<file path="config.mk">
export PLATFORM = sky130hd
export DESIGN_NAME = mem_port_arbiter_flat
export DESIGN_NICKNAME = d
export VERILOG_FILES = /design/src/rtl/mem_port_arbiter_if.sv /design/src/rtl/mem_port_arbiter.sv /design/src/flat_wrapper.sv
export SDC_FILE = /design/constraint.sdc
export NUM_CORES = 1
export LEC_CHECK = 0
export BUFFER_PORTS_ARGS = -buffer_cell sky130_fd_sc_hd__buf_2
export CAP_MARGIN = 30
export CORE_MARGIN = 3
export CORE_UTILIZATION = 37
export CTS_BUF_LIST = sky130_fd_sc_hd__clkbuf_2
export CTS_CLUSTER_DIAMETER = 150
export DETAILED_ROUTE_END_ITERATION = 8
export HOLD_SLACK_MARGIN = 0.12
export PLACE_DENSITY = 0.74
export SLEW_MARGIN = 20
export SYNTH_ARGS = -nofsm -noshare
export SYNTH_HDL_FRONTEND = slang
export SYNTH_SLANG_ARGS = --single-unit
export TNS_END_PERCENT = 20
</file>
<file path="constraint.sdc">
create_clock -name clk -period 1.7 [get_ports clk]
set_input_delay 0.255 -clock clk [delete_from_list [all_inputs] [get_ports clk]]
set_output_delay 0.255 -clock clk [all_outputs]
set_load 0.03 [all_outputs]
</file>
<file path="src/rtl/mem_port_arbiter_if.sv">
// Bundle of the fetch, data and memory-side handshakes around mem_port_arbiter.
// The arbiter uses the slave view; the datapath/memory environment uses the master view.
interface mem_port_arbiter_if #(
    parameter int unsigned XLEN = 32
);
    logic            if_req;
    logic [XLEN-1:0] if_addr;
    logic            if_gnt;
    logic            if_rvalid;
    logic [XLEN-1:0] if_rdata;

    logic            d_req;
    logic            d_we;
    logic [XLEN-1:0] d_addr;
    logic [XLEN-1:0] d_wdata;
    logic [3:0]      d_wstrb;
    logic            d_gnt;
    logic            d_rvalid;
    logic [XLEN-1:0] d_rdata;

    logic            m_req;
    logic            m_we;
    logic [XLEN-1:0] m_addr;
    logic [XLEN-1:0] m_wdata;
    logic [3:0]      m_wstrb;
    logic            m_ready;
    logic            m_rvalid;
    logic [XLEN-1:0] m_rdata;

    logic            stall_if;
    logic            stall_mem;

    modport slave (
        input  if_req, if_addr,
        input  d_req, d_we, d_addr, d_wdata, d_wstrb,
        input  m_ready, m_rvalid, m_rdata,
        output if_gnt, if_rvalid, if_rdata,
        output d_gnt, d_rvalid, d_rdata,
        output m_req, m_we, m_addr, m_wdata, m_wstrb,
        output stall_if, stall_mem
    );

    modport master (
        output if_req, if_addr,
        output d_req, d_we, d_addr, d_wdata, d_wstrb,
        output m_ready, m_rvalid, m_rdata,
        input  if_gnt, if_rvalid, if_rdata,
        input  d_gnt, d_rvalid, d_rdata,
        input  m_req, m_we, m_addr, m_wdata, m_wstrb,
        input  stall_if, stall_mem
    );
endinterface

</file>
<file path="src/rtl/mem_port_arbiter.sv">
// Shares one memory port between instruction fetch and load/store, one transaction at a time.
// Define ARB_PERF_EN to add the conflict_cnt performance counter output.
module mem_port_arbiter #(
    parameter int unsigned XLEN       = 32,
    parameter int unsigned STARVE_MAX = 4
) (
    input  logic                     clk,
    input  logic                     reset,
    mem_port_arbiter_if.slave        bus
`ifdef ARB_PERF_EN
    ,
    output logic [31:0]              conflict_cnt
`endif
);
    localparam int unsigned CNT_W = $clog2(STARVE_MAX + 1);

    typedef enum logic [1:0] {
        IDLE = 2'd0,
        REQ  = 2'd1,
        RESP = 2'd2
    } state_t;

    state_t            state;
    state_t            state_nxt;
    logic              owner_d;
    logic              owner_d_nxt;
    logic [CNT_W-1:0]  starve_cnt;
    logic [CNT_W-1:0]  starve_cnt_nxt;
    logic              d_win;
    logic              i_win;

    logic              req_q;
    logic              we_q;
    logic [XLEN-1:0]   addr_q;
    logic [XLEN-1:0]   wdata_q;
    logic [3:0]        wstrb_q;

    always_ff @(posedge clk) begin : state_reg
        if (reset) begin
            state      <= IDLE;
            owner_d    <= 1'b0;
            starve_cnt <= '0;
        end else begin
            state      <= state_nxt;
            owner_d    <= owner_d_nxt;
            starve_cnt <= starve_cnt_nxt;
        end
    end

    // Arbitration, handshake sequencing and response routing
    always_comb begin : next_state
        state_nxt      = state;
        owner_d_nxt    = owner_d;
        starve_cnt_nxt = starve_cnt;
        d_win          = 1'b0;
        i_win          = 1'b0;
        bus.if_gnt     = 1'b0;
        bus.d_gnt      = 1'b0;
        bus.if_rvalid  = 1'b0;
        bus.d_rvalid   = 1'b0;

        unique case (state)
            IDLE: begin
                // Data normally wins, unless it has already starved a waiting fetch
                d_win      = bus.d_req & ((starve_cnt < CNT_W'(STARVE_MAX)) | ~bus.if_req);
                i_win      = ~d_win & bus.if_req;
                bus.d_gnt  = d_win;
                bus.if_gnt = i_win;
                if (d_win | i_win) begin
                    state_nxt   = REQ;
                    owner_d_nxt = d_win;
                end
                if (~bus.if_req | i_win) begin
                    starve_cnt_nxt = '0;
                end else if (d_win && (starve_cnt != CNT_W'(STARVE_MAX))) begin
                    starve_cnt_nxt = starve_cnt + CNT_W'(1);
                end
            end
            REQ: begin
                if (bus.m_ready) begin
                    state_nxt = RESP;
                end
            end
            RESP: begin
                if (bus.m_rvalid) begin
                    bus.if_rvalid = ~owner_d;
                    bus.d_rvalid  = owner_d;
                    state_nxt     = IDLE;
                end
            end
            default: state_nxt = IDLE;
        endcase
    end

    // Memory request and payload registers; payload frozen from grant to acceptance
    always_ff @(posedge clk) begin : payload_reg
        if (reset) begin
            req_q   <= 1'b0;
            we_q    <= 1'b0;
            addr_q  <= '0;
            wdata_q <= '0;
            wstrb_q <= '0;
        end else begin
            req_q <= (state_nxt == REQ);
            if (d_win) begin
                we_q    <= bus.d_we;
                addr_q  <= bus.d_addr;
                wdata_q <= bus.d_wdata;
                wstrb_q <= bus.d_wstrb;
            end else if (i_win) begin
                we_q    <= 1'b0;
                addr_q  <= bus.if_addr;
                wstrb_q <= '0;
            end
        end
    end

    assign bus.m_req     = req_q;
    assign bus.m_we      = we_q;
    assign bus.m_addr    = addr_q;
    assign bus.m_wdata   = wdata_q;
    assign bus.m_wstrb   = wstrb_q;

    assign bus.if_rdata  = bus.m_rdata;
    assign bus.d_rdata   = bus.m_rdata;
    assign bus.stall_if  = bus.if_req & ~bus.if_rvalid;
    assign bus.stall_mem = bus.d_req & ~bus.d_rvalid;

`ifdef ARB_PERF_EN
    // Counts idle cycles where both stages compete for the port
    always_ff @(posedge clk) begin : conflict_reg
        if (reset) begin
            conflict_cnt <= '0;
        end else if ((state == IDLE) && bus.if_req && bus.d_req) begin
            conflict_cnt <= conflict_cnt + 32'd1;
        end
    end
`endif

endmodule

</file>
<file path="src/flat_wrapper.sv">
// flat-port wrapper written by rule: the top's interface ports become plain ports
module mem_port_arbiter_flat 
#(
    parameter int unsigned XLEN       = 32,
    parameter int unsigned STARVE_MAX = 4
)
  (clk, reset, bus_if_req, bus_if_addr, bus_d_req, bus_d_we, bus_d_addr, bus_d_wdata, bus_d_wstrb, bus_m_ready, bus_m_rvalid, bus_m_rdata, bus_if_gnt, bus_if_rvalid, bus_if_rdata, bus_d_gnt, bus_d_rvalid, bus_d_rdata, bus_m_req, bus_m_we, bus_m_addr, bus_m_wdata, bus_m_wstrb, bus_stall_if, bus_stall_mem);
  mem_port_arbiter_if #(.XLEN(XLEN)) bus_i ();
  input  logic clk;
  input  logic reset;
  input wire logic [$bits(bus_i.if_req)-1:0] bus_if_req;
  input wire logic [$bits(bus_i.if_addr)-1:0] bus_if_addr;
  input wire logic [$bits(bus_i.d_req)-1:0] bus_d_req;
  input wire logic [$bits(bus_i.d_we)-1:0] bus_d_we;
  input wire logic [$bits(bus_i.d_addr)-1:0] bus_d_addr;
  input wire logic [$bits(bus_i.d_wdata)-1:0] bus_d_wdata;
  input wire logic [$bits(bus_i.d_wstrb)-1:0] bus_d_wstrb;
  input wire logic [$bits(bus_i.m_ready)-1:0] bus_m_ready;
  input wire logic [$bits(bus_i.m_rvalid)-1:0] bus_m_rvalid;
  input wire logic [$bits(bus_i.m_rdata)-1:0] bus_m_rdata;
  output wire logic [$bits(bus_i.if_gnt)-1:0] bus_if_gnt;
  output wire logic [$bits(bus_i.if_rvalid)-1:0] bus_if_rvalid;
  output wire logic [$bits(bus_i.if_rdata)-1:0] bus_if_rdata;
  output wire logic [$bits(bus_i.d_gnt)-1:0] bus_d_gnt;
  output wire logic [$bits(bus_i.d_rvalid)-1:0] bus_d_rvalid;
  output wire logic [$bits(bus_i.d_rdata)-1:0] bus_d_rdata;
  output wire logic [$bits(bus_i.m_req)-1:0] bus_m_req;
  output wire logic [$bits(bus_i.m_we)-1:0] bus_m_we;
  output wire logic [$bits(bus_i.m_addr)-1:0] bus_m_addr;
  output wire logic [$bits(bus_i.m_wdata)-1:0] bus_m_wdata;
  output wire logic [$bits(bus_i.m_wstrb)-1:0] bus_m_wstrb;
  output wire logic [$bits(bus_i.stall_if)-1:0] bus_stall_if;
  output wire logic [$bits(bus_i.stall_mem)-1:0] bus_stall_mem;
  assign bus_i.if_req = bus_if_req;
  assign bus_i.if_addr = bus_if_addr;
  assign bus_i.d_req = bus_d_req;
  assign bus_i.d_we = bus_d_we;
  assign bus_i.d_addr = bus_d_addr;
  assign bus_i.d_wdata = bus_d_wdata;
  assign bus_i.d_wstrb = bus_d_wstrb;
  assign bus_i.m_ready = bus_m_ready;
  assign bus_i.m_rvalid = bus_m_rvalid;
  assign bus_i.m_rdata = bus_m_rdata;
  assign bus_if_gnt = bus_i.if_gnt;
  assign bus_if_rvalid = bus_i.if_rvalid;
  assign bus_if_rdata = bus_i.if_rdata;
  assign bus_d_gnt = bus_i.d_gnt;
  assign bus_d_rvalid = bus_i.d_rvalid;
  assign bus_d_rdata = bus_i.d_rdata;
  assign bus_m_req = bus_i.m_req;
  assign bus_m_we = bus_i.m_we;
  assign bus_m_addr = bus_i.m_addr;
  assign bus_m_wdata = bus_i.m_wdata;
  assign bus_m_wstrb = bus_i.m_wstrb;
  assign bus_stall_if = bus_i.stall_if;
  assign bus_stall_mem = bus_i.stall_mem;
  mem_port_arbiter #(.XLEN(XLEN), .STARVE_MAX(STARVE_MAX)) u_core (.clk(clk), .reset(reset), .bus(bus_i));
endmodule
</file>
==> results.yml <==
timing:
  period_minus_slack_ps: 1768
  tns_ps: -182.2
  post-route-period-util_pct: 104.0
  finalSetupViolCount: 5
  hold_ws_ps: 220.6
  hold_violations: 0
  max_freq_ghz: 0.5656
  slew-limit-headroom_pct: 56.82
  worst_pin_slew_ps: 647.7
  finClkSkew_ps: 17.91
  setup_ws_ps: -68.08
  rsz0062_at_grt: "true"
  maxSlewViolCount: 0
setup_path:
  timing.rr.start: "u_core.state[1]"
  cp.required_ps: 1440
  regToRegSetupSlack_ps: 80
  ff2ff_path_depth: 6
  critPathKind: "reg -> out"
  cp.arrival_ps: 1510
  crit_fanout: 5
  startpoint_type: "flop"
  end_kind: "output port"
  reg2reg_to: "u_core.bus.m_addr[18]"
cells_and_area:
  design_area_sq_mm: 0.005599
  drive_gt1_share_pct: 33.63
  utilization_pct: 56.76
  diodes: 0
  final_cell_mix: "buf_2 (178), dlygate4sd3_1 (106), a21oi_1 (75)"
  syn_to_final_growth_pct: 47.30
  fill_cells: 872
  fin_nets: 814
  layout_commonest_cell: "buf_2"
pwr:
  p_per_area_mw_per_mm2: 863.3
  p_leak_nw: 2.449
  ir_drop_v: 0.0004372
routing:
  drtIter0Drc: 354
  ant_nets: 0
  wl_mm: 14.08
  drc: 0
  firstDrtPassIters: 6
  vias: 4426
  viasPerCell: 5.457
  wl_per_cell_microns: 17.36
synth:
  seq_area_frac_synth_pct: 40.03
  syn_nets: 611
  yosysUniqueCellTypes: 25
  synth_flop_cell: "dfxtp_1"
  async_flop_share_pct: 0
  synth_edf_count: 0
  postSynthRegisterBits: 76
  synthCells: 470
  netlist_area_sq_mm: 0.003801
  avgSynthCellArea_sq_um: 8.088
  ys_warn_count: 0
global_routing:
  grt_pass1_vias: 4399
  grt_start_max_net_pins: 77
  grt_overflow: 0
  grt_antenna_before_repair: 0
  grt_use_total_pct: 23.13
  grt_pass1_wl_mm: 21.61
outcome:
  outcome: "finished with violations"
  failed_checks: "negative setup slack"
place:
  portBuffers: 182
  placed_cell_area_sq_mm: 0.004310
  gp_congestion: 0.8174
  hpwl_mm: 7.935
floorplan:
  chipHeight_microns: 107.4
  ios: 279
  start_util_pct: 38.53
  coreArea_sq_mm: 0.009864
  die_w_microns: 107.4
  dieArea_sq_mm: 0.01153
  fp-row-count: 36
cts:
  cts-root-buf: "clkbuf_2"
  clkTransAtPathRegs_ps: 230
  h-tree-depth: 3
  clk_latency_ps: 510
  cts_sinks: 76
  cts_tree: "yes"
  clk_path_buf_depth: 2
  numCtsBuffers: 9
job:
  maxCapViolCount: 0
worst_hold_path:
  whs_path_depth: 3
  hold_path_end: "u_core.bus.m_wdata[1]"
  hp-class: "in -> reg"
  hold_start: "reset"
## per-layer routing
layer	vias to the layer above	share of wire [%]	wire length (microns)	GRT usage [%]
li1	2036	-	-	-
met1	2040	38	5382	25.63
met2	284	49	6932	40.71
met3	66	8.9	1256	6.059
met4	0	3.6	509	11.63
met5	-	0	0	0
## metrics by stage
| stage | power, mW | instances | worst slack [ps] |
|---|---|---|---|
| finish | 4.834 | 811 | -68.08 |
| global route | 5.069 | 811 | -185.1 |
| CTS | 4.810 | 809 | -115.0 |
| detailed placement | 3.432 | 684 | 143.8 |
| global placement | 3.407 | 684 | 191.8 |
| floorplan | 3.255 | 470 | -120.1 |
## layout make-up
type	instances	area, sq um	share of cell area [%]
multi-input cells	276	1582	28.25
well taps	133	166.4	2.972
clock buffers	10	50.05	0.8939
repair buffers	306	2168	38.73
flip-flops and latches	76	1529	27.31
inverters	4	15.01	0.2682
clock inverters	6	88.84	1.587
## cell usage after synthesis (2+ instances only)
cell	n	area (sq um)
inv_1	3	11.26
buf_2	14	70.07
a21oi_1	75	375.4
buf_4	66	495.5
a211oi_1	2	15.01
nand3_1	69	345.3
a311oi_1	32	280.3
nor2b_1	3	18.77
ha_1	2	25.02
nand2_1	7	26.28
nand4_1	3	18.77
clkbuf_1	30	112.6
nor2_1	5	18.77
o21ai_0	70	350.3
dfxtp_1	76	1521
buf_6	4	45.04
## critical path: stages (launching register included)
cell and delay (ps):
dfxtp_4 460, nand2_4 80, nor3b_4 220, nor2_1 70, buf_4 170
## where the power goes
part	switching, mW	total, mW	internal [mW]
combinational	0.974	1.61	0.631
sequential	0.102	2.06	1.96
clock	0.679	1.17	0.492
total	1.76	4.83	3.08
## kinds of logic (layout without fill, tap and decap cells)
kind of cell | after synthesis | in the layout | share of synthesized area [%]
and+or+nand+nor | 93 | 93 | 12.28
DFF | 76 | 76 | 40.03
AOI/OAI and AO/OA | 181 | 181 | 27.62
buffers and inverters | 118 | 326 | 19.42
adders and majority gates | 2 | 2 | 0.6582
## worst max path at each step
stage,from,endpoint,slack (ps),depth (start not counted)
after floorplan,u_core.state[1],bus_stall_if,-120,4
after global placement,bus_if_req,u_core.bus.m_addr[18],190,4
after detailed placement,bus_if_req,u_core.bus.m_addr[15],140,4
after CTS,u_core.state[1],bus_stall_mem,-120,4
after global routing,u_core.state[1],bus_stall_mem,-190,4
final,u_core.state[1],bus_stall_mem,-70,4
## timing repair
item | CTS | global route
resized for setup | 12 | 10
pin swaps | 2 | 3
hold buffers | 106 | 0
setup buffers | 3 | 2
setup endpoints to repair | 6 | 11
hold endpoints to repair | 76 | 0
No activity file was read; power rests on OpenSTA's default activity.
